**src/rtl/led_pkg.sv**
```systemverilog
// Shared encodings for the LED pattern engine: pattern modes and step directions.
package led_pkg;

    localparam logic [1:0] MODE_ROT  = 2'd0;
    localparam logic [1:0] MODE_BNC  = 2'd1;
    localparam logic [1:0] MODE_FILL = 2'd2;
    localparam logic [1:0] MODE_CNT  = 2'd3;

    localparam logic DIR_UP = 1'b0;
    localparam logic DIR_DN = 1'b1;

endpackage

```
**src/rtl/led_pattern_gen_if.sv**
```systemverilog
// Control and LED-drive bundle between a demo top and the pattern engine.
interface led_pattern_gen_if #(
  parameter int WIDTH = 16
);
  logic             en;
  logic [1:0]       mode;
  logic             dir;
  logic             load;
  logic [WIDTH-1:0] seed;
  logic [WIDTH-1:0] led;
  logic             step;
  logic             wrap;

  modport master (output en, mode, dir, load, seed, input led, step, wrap);
  modport slave  (input en, mode, dir, load, seed, output led, step, wrap);
endinterface

```
**src/rtl/led_tick_gen.sv**
```systemverilog
// Step prescaler: tick for one cycle every DIV enabled cycles; en=0 holds the count.
// Latency: tick is combinational from the count; clr restarts the period.
module led_tick_gen #(
  parameter int DIV   = 3_000_000,
  parameter int CNT_W = (DIV > 1) ? $clog2(DIV) : 1
) (
  input  logic clk,
  input  logic rst_n,
  input  logic en,
  input  logic clr,
  output logic tick
);
  localparam logic [CNT_W-1:0] CNT_LAST = CNT_W'(DIV - 1);

  logic [CNT_W-1:0] cnt;

  assign tick = en && (cnt == CNT_LAST);

  always_ff @(posedge clk) begin
    if (!rst_n) begin
      cnt <= '0;
    end else if (clr || tick) begin
      cnt <= '0;
    end else if (en) begin
      cnt <= cnt + CNT_W'(1);
    end
  end
endmodule

```
**src/rtl/led_pattern_gen.sv**
```systemverilog
// LED pattern engine: rotate / bounce / fill-drain / count, one step per DIV enabled cycles.
// Outputs registered, updated on the tick edge; en=0 pauses without losing the count, load wins over tick.
module led_pattern_gen
  import led_pkg::*;
#(
  parameter int WIDTH = 16,
  parameter int DIV   = 3_000_000,
  parameter int CNT_W = (DIV > 1) ? $clog2(DIV) : 1
) (
  input logic               clk,
  input logic               rst_n,
  led_pattern_gen_if.slave  bus
);
  localparam logic [WIDTH-1:0] LED_ONE = WIDTH'(1);

  logic             tick;
  logic [WIDTH-1:0] led_q, led_nxt;
  logic             bdir_q, bdir_nxt;
  logic             fph_q, fph_nxt;
  logic             step_q, step_nxt;
  logic             wrap_q, wrap_nxt;
  logic [WIDTH-1:0] shl, shr, fill_res;

  led_tick_gen #(
    .DIV   (DIV),
    .CNT_W (CNT_W)
  ) u_tick (
    .clk   (clk),
    .rst_n (rst_n),
    .en    (bus.en),
    .clr   (bus.load),
    .tick  (tick)
  );

  assign shl = {led_q[WIDTH-2:0], 1'b0};
  assign shr = {1'b0, led_q[WIDTH-1:1]};

  always_comb begin
    led_nxt  = led_q;
    bdir_nxt = bdir_q;
    fph_nxt  = fph_q;
    step_nxt = 1'b0;
    wrap_nxt = 1'b0;
    fill_res = '0;
    if (bus.load) begin
      led_nxt  = bus.seed;
      fph_nxt  = 1'b0;
      bdir_nxt = bus.dir;
    end else if (tick) begin
      step_nxt = 1'b1;
      case (bus.mode)
        MODE_ROT: begin
          if (led_q == '0) begin
            led_nxt = LED_ONE;
          end else if (bus.dir == DIR_UP) begin
            led_nxt  = {led_q[WIDTH-2:0], led_q[WIDTH-1]};
            wrap_nxt = led_q[WIDTH-1];
          end else begin
            led_nxt  = {led_q[0], led_q[WIDTH-1:1]};
            wrap_nxt = led_q[0];
          end
        end
        MODE_BNC: begin
          // Reversal happens in the same step that hits the end bit.
          if (led_q == '0) begin
            led_nxt = LED_ONE;
          end else if (bdir_q == DIR_UP) begin
            if (led_q[WIDTH-1]) begin
              bdir_nxt = DIR_DN;
              led_nxt  = shr;
              wrap_nxt = 1'b1;
            end else begin
              led_nxt = shl;
            end
          end else begin
            if (led_q[0]) begin
              bdir_nxt = DIR_UP;
              led_nxt  = shl;
              wrap_nxt = 1'b1;
            end else begin
              led_nxt = shr;
            end
          end
        end
        MODE_FILL: begin
          fill_res = (bus.dir == DIR_UP) ? {led_q[WIDTH-2:0], ~fph_q}
                                         : {~fph_q, led_q[WIDTH-1:1]};
          led_nxt  = fill_res;
          if (!fph_q && (&fill_res)) begin
            fph_nxt = 1'b1;
          end else if (fph_q && !(|fill_res)) begin
            fph_nxt  = 1'b0;
            wrap_nxt = 1'b1;
          end
        end
        MODE_CNT: begin
          if (bus.dir == DIR_UP) begin
            led_nxt  = led_q + LED_ONE;
            wrap_nxt = &led_q;
          end else begin
            led_nxt  = led_q - LED_ONE;
            wrap_nxt = !(|led_q);
          end
        end
        default: ;
      endcase
    end
  end

  always_ff @(posedge clk) begin
    if (!rst_n) begin
      led_q  <= LED_ONE;
      bdir_q <= DIR_UP;
      fph_q  <= 1'b0;
      step_q <= 1'b0;
      wrap_q <= 1'b0;
    end else begin
      led_q  <= led_nxt;
      bdir_q <= bdir_nxt;
      fph_q  <= fph_nxt;
      step_q <= step_nxt;
      wrap_q <= wrap_nxt;
    end
  end

  assign bus.led  = led_q;
  assign bus.step = step_q;
  assign bus.wrap = wrap_q;
endmodule

```
**src/flat_wrapper.sv**
```systemverilog
// flat-port wrapper written by rule: the top's interface ports become plain ports
module led_pattern_gen_flat import led_pkg::*;
#(
  parameter int WIDTH = 16,
  parameter int DIV   = 3_000_000,
  parameter int CNT_W = (DIV > 1) ? $clog2(DIV) : 1
)
  (clk, rst_n, bus_en, bus_mode, bus_dir, bus_load, bus_seed, bus_led, bus_step, bus_wrap);
  led_pattern_gen_if #(.WIDTH(WIDTH)) bus_i ();
  input logic clk;
  input logic rst_n;
  input wire logic [$bits(bus_i.en)-1:0] bus_en;
  input wire logic [$bits(bus_i.mode)-1:0] bus_mode;
  input wire logic [$bits(bus_i.dir)-1:0] bus_dir;
  input wire logic [$bits(bus_i.load)-1:0] bus_load;
  input wire logic [$bits(bus_i.seed)-1:0] bus_seed;
  output wire logic [$bits(bus_i.led)-1:0] bus_led;
  output wire logic [$bits(bus_i.step)-1:0] bus_step;
  output wire logic [$bits(bus_i.wrap)-1:0] bus_wrap;
  assign bus_i.en = bus_en;
  assign bus_i.mode = bus_mode;
  assign bus_i.dir = bus_dir;
  assign bus_i.load = bus_load;
  assign bus_i.seed = bus_seed;
  assign bus_led = bus_i.led;
  assign bus_step = bus_i.step;
  assign bus_wrap = bus_i.wrap;
  led_pattern_gen #(.WIDTH(WIDTH), .DIV(DIV), .CNT_W(CNT_W)) u_core (.clk(clk), .rst_n(rst_n), .bus(bus_i));
endmodule
```
**config.mk**
```make
export PLATFORM = sky130hd
export DESIGN_NAME = led_pattern_gen_flat
export DESIGN_NICKNAME = d
export VERILOG_FILES = /design/src/rtl/led_pkg.sv /design/src/rtl/led_pattern_gen_if.sv /design/src/rtl/led_tick_gen.sv /design/src/rtl/led_pattern_gen.sv /design/src/flat_wrapper.sv
export SDC_FILE = /design/constraint.sdc
export NUM_CORES = 1
export LEC_CHECK = 0
export ABC_CLOCK_PERIOD_IN_PS = 2300
export CORE_MARGIN = 4
export CORE_UTILIZATION = 50
export DETAILED_ROUTE_END_ITERATION = 12
export PLACE_DENSITY = 0.77
export RECOVER_POWER = 25
export SYNTH_ARGS = -nofsm -noshare
export SYNTH_HDL_FRONTEND = slang
export SYNTH_SLANG_ARGS = --single-unit
```
**constraint.sdc**
```tcl
create_clock -name clk -period 2.3 [get_ports clk]
set_input_delay 0.46 -clock clk [delete_from_list [all_inputs] [get_ports clk]]
set_output_delay 0.46 -clock clk [all_outputs]
set_load 0.03 [all_outputs]
```
==> qor.yml <==
yosysSeqAreaShare_pct: 22.99
synth_edf_count: 0
ctsHoldBuffers: 0
design_area_um2: 5199
grt_pass1_wl_um: 20890
path_clk_slew_ps: 100
dp_cells: 688
io_buffers: 40
syn_inst: 470
critPathArrivalTime_ps: 2580
rsz0062_at_grt: "true"
core_area_um2: 6944
synthXorXnorAreaFrac_pct: 6.945
maxCapViolations: 0
io_pins: 41
required_ps: 2500
grt_max_degree: 21
fin_worst_skew_ps: 11.76
dieWidth_um: 93.53
fmax_mhz: 420.3
fin_tns_setup_ps: -492.5
clk_latency_ps: 310
totalWireLength_um: 13630
p_leak_nw: 2.112
viasPerCell: 6.385
violations: "negative setup slack"
dr.pass1.iters: 5
path_class: "reg2reg"
utilization_pct: 74.86
syn_avg_cell_area_um2: 7.781
slew_headroom_pct: 66.10
drt_iter0_drc: 435
fin_crit_sh_pct: 103.5
synthAdderAreaFrac_pct: 5.679
synth_area_um2: 3657
layout-drive-gt1-share_pct: 28.13
r2r-start: "u_core.bus.led[9]"
syn_nets: 509
yosys.area_share.simple_pct: 28.60
die-height_um: 93.53
vias: 4495
synthArstFlopShare_pct: 0
place_area_um2: 4892
grt_pass1_vias: 4295
setup_slack_ps: -79.46
status: "finished with violations"
tightest_slew_ps: 506.6
cts_root_buf: "clkbuf_8"
cts_sinks: 42
synth_compound_area_share_pct: 25.62
start_kind: "register"
drv_slew: 0
hold_class: "reg2reg"
globalplace.congestion: 1.032
finalHoldViolCount: 0
hpwl_um: 10170
period_needed_ps: 2379
path_max_fanout: 5
wl_per_cell_um: 19.36
yosys.cell_types.count: 72
n_antenna_cell: 0
grt-ovfl-total: 0
ys.flop_type: "dfxtp_1"
initial_utilization_pct: 52.67
powerDensity_nw_per_um2: 419.9
worstHoldStart: "u_core.u_tick.cnt[1]"
remaining_drc_errors: 0
ant_nets: 0
cts_made_buffers: 5
crit_start: "u_core.bus.led[9]"
die_area_um2: 8747
fin_nets: 646
cts_max_level: 2
stdcell_count: 704
muxShareOfSynthArea_pct: 6.124
cts_tree: "built"
peakVddDrop_mv: 0.3053
clk_path_buf_depth: 2
setup_viol: 11
grt_use_total_pct: 30.22
num_rows: 30
synth_seq_cells: 42
area_delta_synth_final_pct: 42.15
cp-end-kind: "register"
synth_warnings: 0
synth_top_family_by_area: "simple AND/OR/NAND/NOR gates"
antenna_found_initial: 0
power breakdown:
group	total, mW	internal [mW]	switching, mW
clock	0.517	0.218	0.299
sequential	0.775	0.750	0.0254
combinational	0.890	0.413	0.477
timing repair:
| item | in CTS | in global routing |
|---|---|---|
| setup endpoints to repair | 12 | 17 |
| resized for setup | 13 | 19 |
| pin swaps | 10 | 12 |
| buffers inserted | 5 | 5 |
stage by stage:
stage	power (mW)	setup slack (ps)	hold slack, ps
6_report	2.183	-79.46	528.8
5_1_grt	2.271	-110.2	576.0
4_1_cts	2.137	-94.75	539.6
3_5_place_dp	1.608	-537.5	516.0
3_3_place_gp	1.587	-449.8	503.5
2_1_floorplan	1.233	10.67	479.4
worst max-delay path: stages, from the launching register on:
cell      delay (ps)
dfxtp_2          330
or4_4            530
or4_4            600
o31ai_4          280
buf_6            170
o221ai_1         110
a21oi_1          200
o31ai_1           80
layer usage:
layer | vias up | GRT usage, % | routed length (µm)
met5 | - | 0 | 0
met4 | 0 | 16.48 | 701
met3 | 83 | 6.838 | 1384
met2 | 301 | 47.53 | 6280
met1 | 2075 | 38.04 | 5261
li1 | 2036 | - | -
layout by cell type, fill, tap and decap left out, types with 4 or more instances in the layout:
master,count
buf_4,109
nor2_1,51
nand2_1,42
dfxtp_1,34
clkdlybuf4s50_1,29
a21oi_1,25
mux2i_1,19
o21ai_0,17
xor2_1,17
nand3_1,15
ha_1,15
nand4_1,14
xnor2_1,12
inv_1,10
o21ai_1,10
nor3_1,10
dlygate4sd3_1,10
nand2b_1,8
or3_1,8
dfxtp_2,8
a31oi_1,7
and2_1,6
a21o_1,6
nor4_1,6
and3_1,6
clkbuf_8,5
buf_6,5
o311ai_1,4
a211oi_1,4
nor2b_1,4
o211ai_1,4
o22ai_1,4
registers in the layout, summed over array words and instances (netlist names):
signal,cells
u_core.bdir_q,1
u_core.bus.led,16
u_core.bus.step,1
u_core.bus.wrap,1
u_core.fph_q,1
u_core.u_tick.cnt,22
synthesized netlist by cell type (10+ instances only):
master / instances / area share, %
o21ai_1: 11 / 1.5
nor3_1: 10 / 1.4
xnor2_1: 12 / 2.9
nand4_1: 14 / 2.4
nand2_1: 42 / 4.3
ha_1: 15 / 5.1
o21ai_0: 18 / 2.5
dfxtp_1: 42 / 23
nor2_1: 51 / 5.2
a21oi_1: 25 / 3.4
inv_1: 10 / 1.0
nand3_1: 15 / 2.1
xor2_1: 17 / 4.1
clkbuf_1: 22 / 2.3
mux2i_1: 19 / 5.2
cell families after synthesis:
kind of cell	count (synthesis)
buffers and inverters	35
AOI/OAI and AO/OA	130
DFF	42
muxes	22
and+or+nand+nor	196
xor gates and xnor gates	29
adders and majority gates	16
final cells by class:
cell class,count,area (µm²)
multi-input cells,393,2804
repair buffers,155,1294
flip-flops and latches,42,850.8
clock inverters,3,23.77
well taps,96,120.1
fillers,542,1745
clock buffers,5,68.82
inverters,10,37.54
path summary, 6_finish.rpt:
| kind | end | slack, ps | cells after the start |
|---|---|---|---|
| max | u_core.bus.led[7] | -80 | 7 |
| min | u_core.u_tick.cnt[1] | 530 | 2 |
| max reg2reg | u_core.bus.led[7] | -80 | 7 |
| min reg2reg | u_core.u_tick.cnt[1] | 530 | 2 |
(Power assumes the default switching activity.)
